<file path="src/rtl/cpu_wpost_bridge.sv">
// -----------------------------------------------------------------------------
// CpuWpostBridge (top module cpu_wpost_bridge)
//
// Purpose:
//   Splits the CPU data port into two paths. Accesses outside the peripheral
//   window pass straight through to main memory. Writes inside the window are
//   posted into a small FIFO and drained to a slow peripheral bus over a
//   req/ack handshake. The CPU has no stall input, so posting lets it write to
//   slow peripherals without losing data. If the FIFO is full, the write is
//   dropped and a sticky overflow flag is raised.
//
// Ports:
//   clk       in   1         clock, rising edge
//   rst       in   1         asynchronous active-low reset
//   daddr     in   32        CPU data address
//   dout      in   32        CPU write data
//   drw       in   1         CPU write strobe (1 = write this cycle)
//   din       out  32        read data returned to the CPU
//   mem_addr  out  32        main-memory address (= daddr)
//   mem_dout  out  32        main-memory write data (= dout)
//   mem_drw   out  1         main-memory write strobe (suppressed inside window)
//   mem_din   in   32        main-memory read data
//   pb_req    out  1         peripheral request, held until pb_ack
//   pb_addr   out  WIN_BITS  peripheral offset of the head entry
//   pb_data   out  32        peripheral data of the head entry
//   pb_ack    in   1         peripheral accept, one-cycle pulse
//   irq_ovf   out  1         sticky overflow flag (mirrors STATUS[31])
//
// STATUS register (window offset 0):
//   {ovf, full, empty, 21'b0, level zero-extended to 8 bits}
//   Reading it returns the current state. Writing it clears ovf.
// -----------------------------------------------------------------------------
module cpu_wpost_bridge #(
    parameter logic [31:0] BASE_ADDR = 32'hf000_0000,
    parameter int          WIN_BITS  = 12,
    parameter int          DEPTH     = 4,
    parameter int          LW        = 3
) (
    input  logic                clk,
    input  logic                rst,
    input  logic [31:0]         daddr,
    input  logic [31:0]         dout,
    input  logic                drw,
    output logic [31:0]         din,
    output logic [31:0]         mem_addr,
    output logic [31:0]         mem_dout,
    output logic                mem_drw,
    input  logic [31:0]         mem_din,
    output logic                pb_req,
    output logic [WIN_BITS-1:0] pb_addr,
    output logic [31:0]         pb_data,
    input  logic                pb_ack,
    output logic                irq_ovf
);

    // Storage index width: the pointers carry one extra wrap bit on top of it.
    localparam int AW = LW - 1;

    typedef enum logic [1:0] {
        ST_IDLE,
        ST_REQ,
        ST_GAP
    } state_e;

    logic [WIN_BITS-1:0] offset;
    logic                win;
    logic                wrEvent;
    logic                clrOvf;
    logic                pushReq;
    logic                pushOk;
    logic                drop;
    logic                pop;

    logic [LW-1:0]       wrPtr_q, wrPtr_d;
    logic [LW-1:0]       rdPtr_q, rdPtr_d;
    logic [LW-1:0]       level;
    logic                full;
    logic                empty;
    logic                ovf_q, ovf_d;
    logic [31:0]         status;

    logic [WIN_BITS-1:0] fifoAddr_q [DEPTH];
    logic [31:0]         fifoData_q [DEPTH];

    state_e              state_q;
    logic                pbReq_q;
    logic [WIN_BITS-1:0] pbAddr_q;
    logic [31:0]         pbData_q;

    // Window decode and classification of the CPU access this cycle. A write
    // to offset 0 targets STATUS and clears ovf. Every other window write is
    // a posted write that goes into the FIFO.
    always_comb begin
        offset  = daddr[WIN_BITS-1:0];
        win     = (daddr[31:WIN_BITS] == BASE_ADDR[31:WIN_BITS]);
        wrEvent = drw & win;
        clrOvf  = wrEvent & (offset == '0);
        pushReq = wrEvent & (offset != '0);
    end

    // The pass-through to main memory stays purely combinational, so it keeps
    // working while the bridge is held in reset.
    always_comb begin
        mem_addr = daddr;
        mem_dout = dout;
        mem_drw  = drw & ~win;
    end

    // FIFO bookkeeping. Because the pointers wrap modulo 2*DEPTH, the
    // difference between them can tell full apart from empty. When the FIFO
    // is full, a pop in the same cycle frees the head slot, so the push is
    // still accepted. Without that pop, the write is lost and ovf is raised.
    // If a clear and a drop happen together, ovf ends up set.
    always_comb begin
        level   = wrPtr_q - rdPtr_q;
        full    = (level == LW'(DEPTH));
        empty   = (level == '0);
        pop     = pbReq_q & pb_ack;
        pushOk  = pushReq & (~full | pop);
        drop    = pushReq & full & ~pop;

        wrPtr_d = wrPtr_q;
        rdPtr_d = rdPtr_q;
        if (pushOk) begin
            wrPtr_d = wrPtr_q + LW'(1);
        end
        if (pop) begin
            rdPtr_d = rdPtr_q + LW'(1);
        end

        ovf_d = ovf_q;
        if (drop) begin
            ovf_d = 1'b1;
        end else if (clrOvf) begin
            ovf_d = 1'b0;
        end
    end

    // Read mux. Inside the window, only offset 0 (STATUS) returns data.
    always_comb begin
        status = {ovf_q, full, empty, 21'b0, {(8-LW){1'b0}}, level};
        if (!win) begin
            din = mem_din;
        end else if (offset == '0) begin
            din = status;
        end else begin
            din = 32'h0;
        end
    end

    // Pointer and overflow registers.
    always_ff @(posedge clk or negedge rst) begin
        if (!rst) begin
            wrPtr_q <= '0;
            rdPtr_q <= '0;
            ovf_q   <= 1'b0;
        end else begin
            wrPtr_q <= wrPtr_d;
            rdPtr_q <= rdPtr_d;
            ovf_q   <= ovf_d;
        end
    end

    // FIFO storage. Its contents do not matter after reset, so it has no
    // reset. An accepted push while full overwrites the slot being popped in
    // that same cycle. This is safe because the head was already copied into
    // the pb_* registers.
    always_ff @(posedge clk) begin
        if (pushOk) begin
            fifoAddr_q[wrPtr_q[AW-1:0]] <= offset;
            fifoData_q[wrPtr_q[AW-1:0]] <= dout;
        end
    end

    // Drain FSM. The head entry is copied into the pb_* registers when the
    // FSM enters REQ, so the request stays stable for the whole handshake.
    // After each accepted transfer, one GAP cycle forces pb_req low, which
    // keeps consecutive requests at least three cycles apart. pb_ack is
    // ignored outside REQ.
    always_ff @(posedge clk or negedge rst) begin
        if (!rst) begin
            state_q  <= ST_IDLE;
            pbReq_q  <= 1'b0;
            pbAddr_q <= '0;
            pbData_q <= '0;
        end else begin
            case (state_q)
                ST_IDLE: begin
                    if (!empty) begin
                        state_q  <= ST_REQ;
                        pbReq_q  <= 1'b1;
                        pbAddr_q <= fifoAddr_q[rdPtr_q[AW-1:0]];
                        pbData_q <= fifoData_q[rdPtr_q[AW-1:0]];
                    end
                end
                ST_REQ: begin
                    if (pb_ack) begin
                        state_q <= ST_GAP;
                        pbReq_q <= 1'b0;
                    end
                end
                ST_GAP: begin
                    state_q <= ST_IDLE;
                    pbReq_q <= 1'b0;
                end
                default: begin
                    state_q <= ST_IDLE;
                    pbReq_q <= 1'b0;
                end
            endcase
        end
    end

    assign pb_req  = pbReq_q;
    assign pb_addr = pbAddr_q;
    assign pb_data = pbData_q;
    assign irq_ovf = ovf_q;

endmodule

</file>
<file path="config.mk">
export PLATFORM = sky130hd
export DESIGN_NAME = cpu_wpost_bridge
export DESIGN_NICKNAME = d
export VERILOG_FILES = /design/src/rtl/cpu_wpost_bridge.sv
export SDC_FILE = /design/constraint.sdc
export NUM_CORES = 1
export LEC_CHECK = 0
export ABC_AREA = 1
export CAP_MARGIN = 20
export CORE_AREA = 5 5 147 149
export DETAILED_ROUTE_END_ITERATION = 16
export DIE_AREA = 0 0 152 154
export GPL_TIMING_DRIVEN = 0
export PLACE_DENSITY = 0.76
export RECOVER_POWER = 25
export SLEW_MARGIN = 10
export SYNTH_ARGS = -nofsm -noshare
export SYNTH_HDL_FRONTEND = slang
export SYNTH_SLANG_ARGS = --single-unit
</file>
<file path="constraint.sdc">
create_clock -name clk -period 10.5 [get_ports clk]
set_input_delay 3.15 -clock clk [delete_from_list [all_inputs] [get_ports clk]]
set_output_delay 3.15 -clock clk [all_outputs]
set_load 0.005 [all_outputs]
</file>
==> reports/metrics.yaml, run 1 <==
drt:
  drc_errors: 0
  via_per_inst: 5.10
  vias: 7222
  drt-total-wl_microns: 24900
  antenna_left: 0
  avgRoutedWirePerCell_microns: 17.6
  drtIter0Drc: 455
  dr.pass1.iters: 5
layout:
  fin_nets: 1237
  multi_input_area_sq_um: 2300
  layout_commonest_cell: "clkdlybuf4s50_1"
  insertedDiodeCount: 0
  fill_cells: 1504
  syn2layout_area_growth_pct: 37.7
  regArea_sq_um: 6610
  finalInstanceArea_sq_um: 13500
  drive_gt1_share_pct: 13.4
  layout_common_cells: "227 x clkdlybuf4s50_1, 176 x edfxtp_1, 147 x nand2_1"
setup_path:
  critPathKind: "in2out"
  cp_data_arrival_time_ps: 5490
  reg2regPathDepth: 14
  worstSetupEndpointType: "output pin"
  rrSetupSlack_ps: 7220
  cp-start-kind: "input port"
  timing.rr.start: "wrPtr_q[0]$_DFFE_PN0P_"
  cp-startpoint: "daddr[5]"
  cp.required_ps: 7350
  r2r_end: "fifoData_q[0][21]$_DFFE_PP_"
  worstPathMaxFanout: 6
yosys:
  synthCells: 856
  synth_nets: 963
  ys_ff_latch: 229
  synth_area_per_cell_sq_um: 11.5
  ys_warn_count: 0
  syn_area_sq_um: 9800
  ys_types: 25
  seq_area_frac_synth_pct: 67.4
place:
  hpwl_microns: 17700
  place.port_buffers: 242
  place_area_sq_um: 12800
  place_congestion: 0.917
global_routing:
  grt_pass1_wl_microns: 38800
  track_usage_pct: 20.6
  antenna_found_initial: 0
  grt_overflow: 0
  grt_pass1_vias: 7258
  grt_start_max_net_pins: 54
run_status:
  violations: "max-capacitance violations, max-slew violations"
  status: "finished with violations"
sta:
  grt_setup_unrepaired: "no"
  fmax_mhz: 116
  finalHoldViolations: 0
  setup-violations-final: 0
  fin_tns_setup_ps: 0
  skew_ps: 9.45
  max_slew_margin_pct: -106
  worstMarginPinSlew_ps: 3090
  fin_crit_sh_pct: 82.3
  drv_slew: 54
  finalCriticalPeriod_ps: 8640
clock_network:
  cts_resized: 0
  hold_buffers: 0
  post_cts_buffers: 0
  cts.sinks: 229
  numCtsBuffers: 22
  cts_tree: "done"
  clockRootBuffer: "clkbuf_16"
  path_clk_slew_ps: 60
  clk_latency_ps: 500
  clk_path_buf_depth: 3
  htree_num_levels: 1
hold_path:
  min_from: "pb_addr[1]$_DFFE_PN0P_"
  min_path_cells: 2
  holdPathEnd: "pb_addr[1]$_DFFE_PN0P_"
  min_path_type: "reg2reg"
die:
  core_sq_um: 20000
  rows: 52
  die-area_sq_um: 23400
  start_util_pct: 48.9
  io-pin-count: 243
  die_w_microns: 152
  die_y_microns: 154
power_and_ir_drop:
  p_total_mw: 3.04
  p_leak_nw: 5.34
  ir_drop_mv: 0.131
  power.density_nw_per_um2: 225
flow_run:
  drv_cap: 1
through the flow:
step	std cells	hold WS, ps	util (%)	setup WS [ps]
2_1_floorplan	856	447	-	3400
5_1_grt	1415	491	67.4	1630
6_report	1415	469	67.4	1860
4_1_cts	1415	472	67.7	1770
3_3_place_gp	1368	456	62.7	1800
3_5_place_dp	1376	457	63.9	1770
power by group:
group | internal, mW | switching [mW] | total [mW] | leakage (nW)
logic | 0.464 | 0.627 | 1.09 | 2.73
clock network | 0.500 | 0.313 | 0.814 | 0.373
registers | 1.07 | 0.0615 | 1.14 | 2.24
routing by layer:
layer | routed length, microns | GRT usage [%]
met1 | 9450 | 24.5
met3 | 1760 | 3.46
met4 | 524 | 6.51
met5 | 0 | 0
met2 | 13200 | 38.1
synth_stat cells:
| master | number | area, sq um |
|---|---|---|
| edfxtp_1 | 176 | 5290 |
| nand2_1 | 146 | 548 |
| nor2_1 | 117 | 439 |
| o21ai_0 | 94 | 470 |
| buf_4 | 66 | 495 |
| dfrtp_1 | 53 | 1330 |
| inv_1 | 44 | 165 |
| o22ai_1 | 44 | 275 |
| nand3_1 | 30 | 150 |
| clkbuf_1 | 20 | 75.1 |
| nand3_2 | 20 | 200 |
| buf_2 | 15 | 75.1 |
| ha_1 | 6 | 75.1 |
| nand4_1 | 4 | 25.0 |
| buf_6 | 3 | 33.8 |
| buf_8 | 3 | 45.0 |
| inv_2 | 3 | 11.3 |
| xor2_1 | 3 | 26.3 |
| nand2_2 | 2 | 12.5 |
| nor3_1 | 2 | 10.0 |
| a21oi_1 | 1 | 5.00 |
| fa_1 | 1 | 20.0 |
| nand2_4 | 1 | 11.3 |
| nand3_4 | 1 | 17.5 |
| nor2_2 | 1 | 6.26 |
critical path, stage by stage:
cell and delay, ps:
clkdlybuf4s50_1 540, nor2_1 170, nand2_1 60, nor2_1 130, nand3_1 250, nor2_1 230, inv_1 100, o21ai_0 280
clkdlybuf4s50_1 570
flip-flops by register name, indices dropped and copies added, names as in the netlist:
| signal | count |
|---|---|
| rdPtr_q | 3 |
| wrPtr_q | 3 |
| pb_data | 32 |
| fifoAddr_q | 48 |
| fifoData_q | 128 |
| pb_addr | 12 |
| state_q | 2 |
| irq_ovf | 1 |
final cells by class:
class                      instances  area share (%)
timing repair buffer             250            19.5
sequential                       229            49.0
clock buffer                      30            4.75
clock inverter                     9           0.890
multi-input combinational        473            17.1
tap                              270            2.50
inverter                          47            1.31
buffer                           107            5.00
how the worst max path moves through the flow:
stage | to | slack, ps | cells after the start
after floorplan | din[0] | 3400 | 7
after global placement | din[31] | 1800 | 9
after detailed placement | din[31] | 1770 | 9
after CTS | din[31] | 1770 | 9
after global routing | din[31] | 1630 | 9
final | din[31] | 1860 | 9
cell families after synthesis:
| group | synth area share (%) |
|---|---|
| adder cells (fa/ha/maj) | 0.970 |
| flip-flops | 67.4 |
| buffers and inverters | 9.19 |
| AND/OR/NAND/NOR | 14.5 |
| AO/OA/AOI/OAI | 7.66 |
| XOR/XNOR | 0.268 |
Note: power is estimated with default switching activity, not from simulation.
==> run 2: changes to the inputs <==
Settings changed: CORE_AREA 5 5 147 149 to 5 5 154 156, DIE_AREA 0 0 152 154 to 0 0 159 161, PLACE_DENSITY 0.76 to 0.73.
Clock period 10.5 ns to 7.4 ns, I/O delays scaled along.
==> reports/metrics.yaml, run 2 (synthesized netlist as in run 1, its figures left out) <==
run_status:
  status: "finished with violations"
  violations: "max-capacitance violations, max-slew violations"
sta:
  hold_ws_ps: 467  # -1.99 ps
  fmax_mhz: 149
  drv_slew: 54  # unchanged
  finalHoldViolations: 0  # unchanged
  setup-violations-final: 0  # unchanged
  setup_ws_ps: 684  # -1180 ps
  grt_setup_unrepaired: "no"
  fin_crit_sh_pct: 90.8
  max_slew_margin_pct: -116  # -9.7 points
  worstMarginPinSlew_ps: 3240  # +146 ps
  skew_ps: 16.7  # +7.30 ps
  finalCriticalPeriod_ps: 6720
drt:
  vias: 7184  # -0.53%
  avgRoutedWirePerCell_microns: 17.8  # +1.3%
  drtIter0Drc: 479  # +5.3%
  drt-total-wl_microns: 25500  # +2.5%
  antenna_left: 0  # unchanged
  via_per_inst: 5.02  # -1.7%
  drc_errors: 0  # unchanged
  dr.pass1.iters: 4  # -1
layout:
  layout_commonest_cell: "clkdlybuf4s50_1"
  largest_reg_flops: 128  # unchanged
  fill_cells: 1756  # +17%
  insertedDiodeCount: 0  # unchanged
  layout_common_cells: "227 x clkdlybuf4s50_1, 176 x edfxtp_1, 147 x nand2_1"
  fin_nets: 1237  # unchanged
  regArea_sq_um: 6610  # unchanged
  multi_input_area_sq_um: 2310  # +0.22%
  drive_gt1_share_pct: 13.7  # +0.33 points
  syn2layout_area_growth_pct: 37.9
  finalInstanceArea_sq_um: 13500  # +0.17%
setup_path:
  critPathMostFrequentCell: "nor2_1"
  critPathKind: "in2out"
  timing.critical_path.cells: "dlygate4sd3_1 > nor2_1 > nand2_1 > nor2_1 > nand3_1 > nor2_1 > inv_1 > o21ai_0 > clkdlybuf4s50_1"
  cp.required_ps: 5180  # -2170 ps
  cp-start-kind: "input port"
  worstPathMaxFanout: 6  # unchanged
  reg2regPathDepth: 11  # -3
  crit_cells: 9  # unchanged
  crit_buf_inv: 3  # unchanged
  worstSetupEndpointType: "output pin"
  critical_path.top_delay_family: "buffers and inverters"
  cp_slowest_cell: "dlygate4sd3_1"
  slowest_delay_ps: 610  # +40 ps
  cp_data_arrival_time_ps: 4500  # -990 ps
clock_network:
  hold_buffers: 0  # unchanged
  htree_num_levels: 1  # unchanged
  clk_latency_ps: 510  # about the same
  cts.sinks: 229  # unchanged
  numCtsBuffers: 23  # +4.5%
  path_clk_slew_ps: 60  # about the same
  clk_path_buf_depth: 3  # unchanged
  clockRootBuffer: "clkbuf_16"
  cts_resized: 0  # unchanged
  post_cts_buffers: 0  # unchanged
  cts_tree: "done"
place:
  place.port_buffers: 242  # unchanged
  place_congestion: 0.857  # -6.6%
  place_ws_ps: 655  # -1120 ps
  hpwl_microns: 18000  # +1.7%
  place_area_sq_um: 12800  # -0.24%
die:
  die_y_microns: 161  # +4.5%
  start_util_pct: 44.1  # -4.8 points
  core_sq_um: 22200  # +11%
  io-pin-count: 243  # unchanged
  die-area_sq_um: 25600  # +9.4%
  rows: 55  # +5.8%
  die_w_microns: 159  # +4.6%
global_routing:
  track_usage_pct: 19.2  # -1.4 points
  grt_start_max_net_pins: 54  # unchanged
  grt_overflow: 0  # unchanged
  grt_pass1_vias: 7306  # +0.66%
  grt_pass1_wl_microns: 39600  # +2.1%
  antenna_found_initial: 0  # unchanged
hold_path:
  min_path_cells: 2  # unchanged
  min_path_type: "reg2reg"
power_and_ir_drop:
  switching_share_pct: 33.2  # +0.21 points
  power.share.sequential_pct: 36.6  # -0.8 points
  power.density_nw_per_um2: 325  # +44%
  intPower_mw: 2.94  # +44%
  clock_power_share_pct: 27.9  # +1.1 points
  pwr-share-comb_pct: 35.5  # -0.4 points
  ir_drop_mv: 0.211  # +62%
  p_leak_nw: 5.33  # about the same
  p_switching_mw: 1.46  # +45%
  p_total_mw: 4.39  # +45%
flow_run:
  drv_cap: 1  # unchanged
## run 2: power groups by stage
stage | Sequential [mW] | Clock (mW) | Combinational (mW)
global placement | 1.63 | 0 | 1.60
detailed placement | 1.63 | 0 | 1.62
floorplan | 1.63 | 0 | 0.900
CTS | 1.61 | 1.24 | 1.63
finish | 1.61 | 1.22 | 1.56
global route | 1.62 | 1.30 | 1.74
## run 2: final cells by class
cell class / count / share of cell area [%]
Buffer: 107 / 5.00
Clock buffer: 24 / 4.36
Clock inverter: 18 / 1.64
Inverter: 47 / 1.30
Multi-Input combinational cell: 473 / 17.1
Sequential cell: 229 / 48.9
Tap cell: 285 / 2.64
Timing Repair Buffer: 249 / 19.1
## run 2: worst paths after layout
| path | end | slack [ps] | start |
|---|---|---|---|
| hold reg to reg | pb_data[31]$_DFFE_PN0P_ | 470 | pb_data[31]$_DFFE_PN0P_ |
| setup / recovery | din[29] | 680 | daddr[4] |
| max in group asynchronous | pb_data[7]$_DFFE_PN0P_ | 2790 | rst |
| setup reg to reg | fifoData_q[0][25]$_DFFE_PP_ | 4120 | wrPtr_q[0]$_DFFE_PN0P_ |
| hold / removal | pb_data[31]$_DFFE_PN0P_ | 470 | pb_data[31]$_DFFE_PN0P_ |
| min in group asynchronous | pb_data[21]$_DFFE_PN0P_ | 2800 | rst |
## run 2: per-stage QoR
step	setup TNS, ps	instances	utilization [%]
after floorplan	0	856	-
after global placement	-4050	1383	56.6
after detailed placement	0	1390	57.5
after CTS	0	1432	61.1
after global routing	0	1432	60.8
final	0	1432	60.8
## run 2: tightest hold or removal path: stages, from the launching register on
cell and delay [ps]:
dfrtp_1 340, nand2_1 50, nand2_1 50
## run 2: metal layers
metal | GRT usage (%) | up-vias | wire length (microns)
met3 | 3.90 | 34 | 1790
met4 | 4.81 | 0 | 463
met1 | 23.7 | 3437 | 10200
met5 | 0 | - | 0
met2 | 34.7 | 287 | 13100
li1 | - | 3426 | -
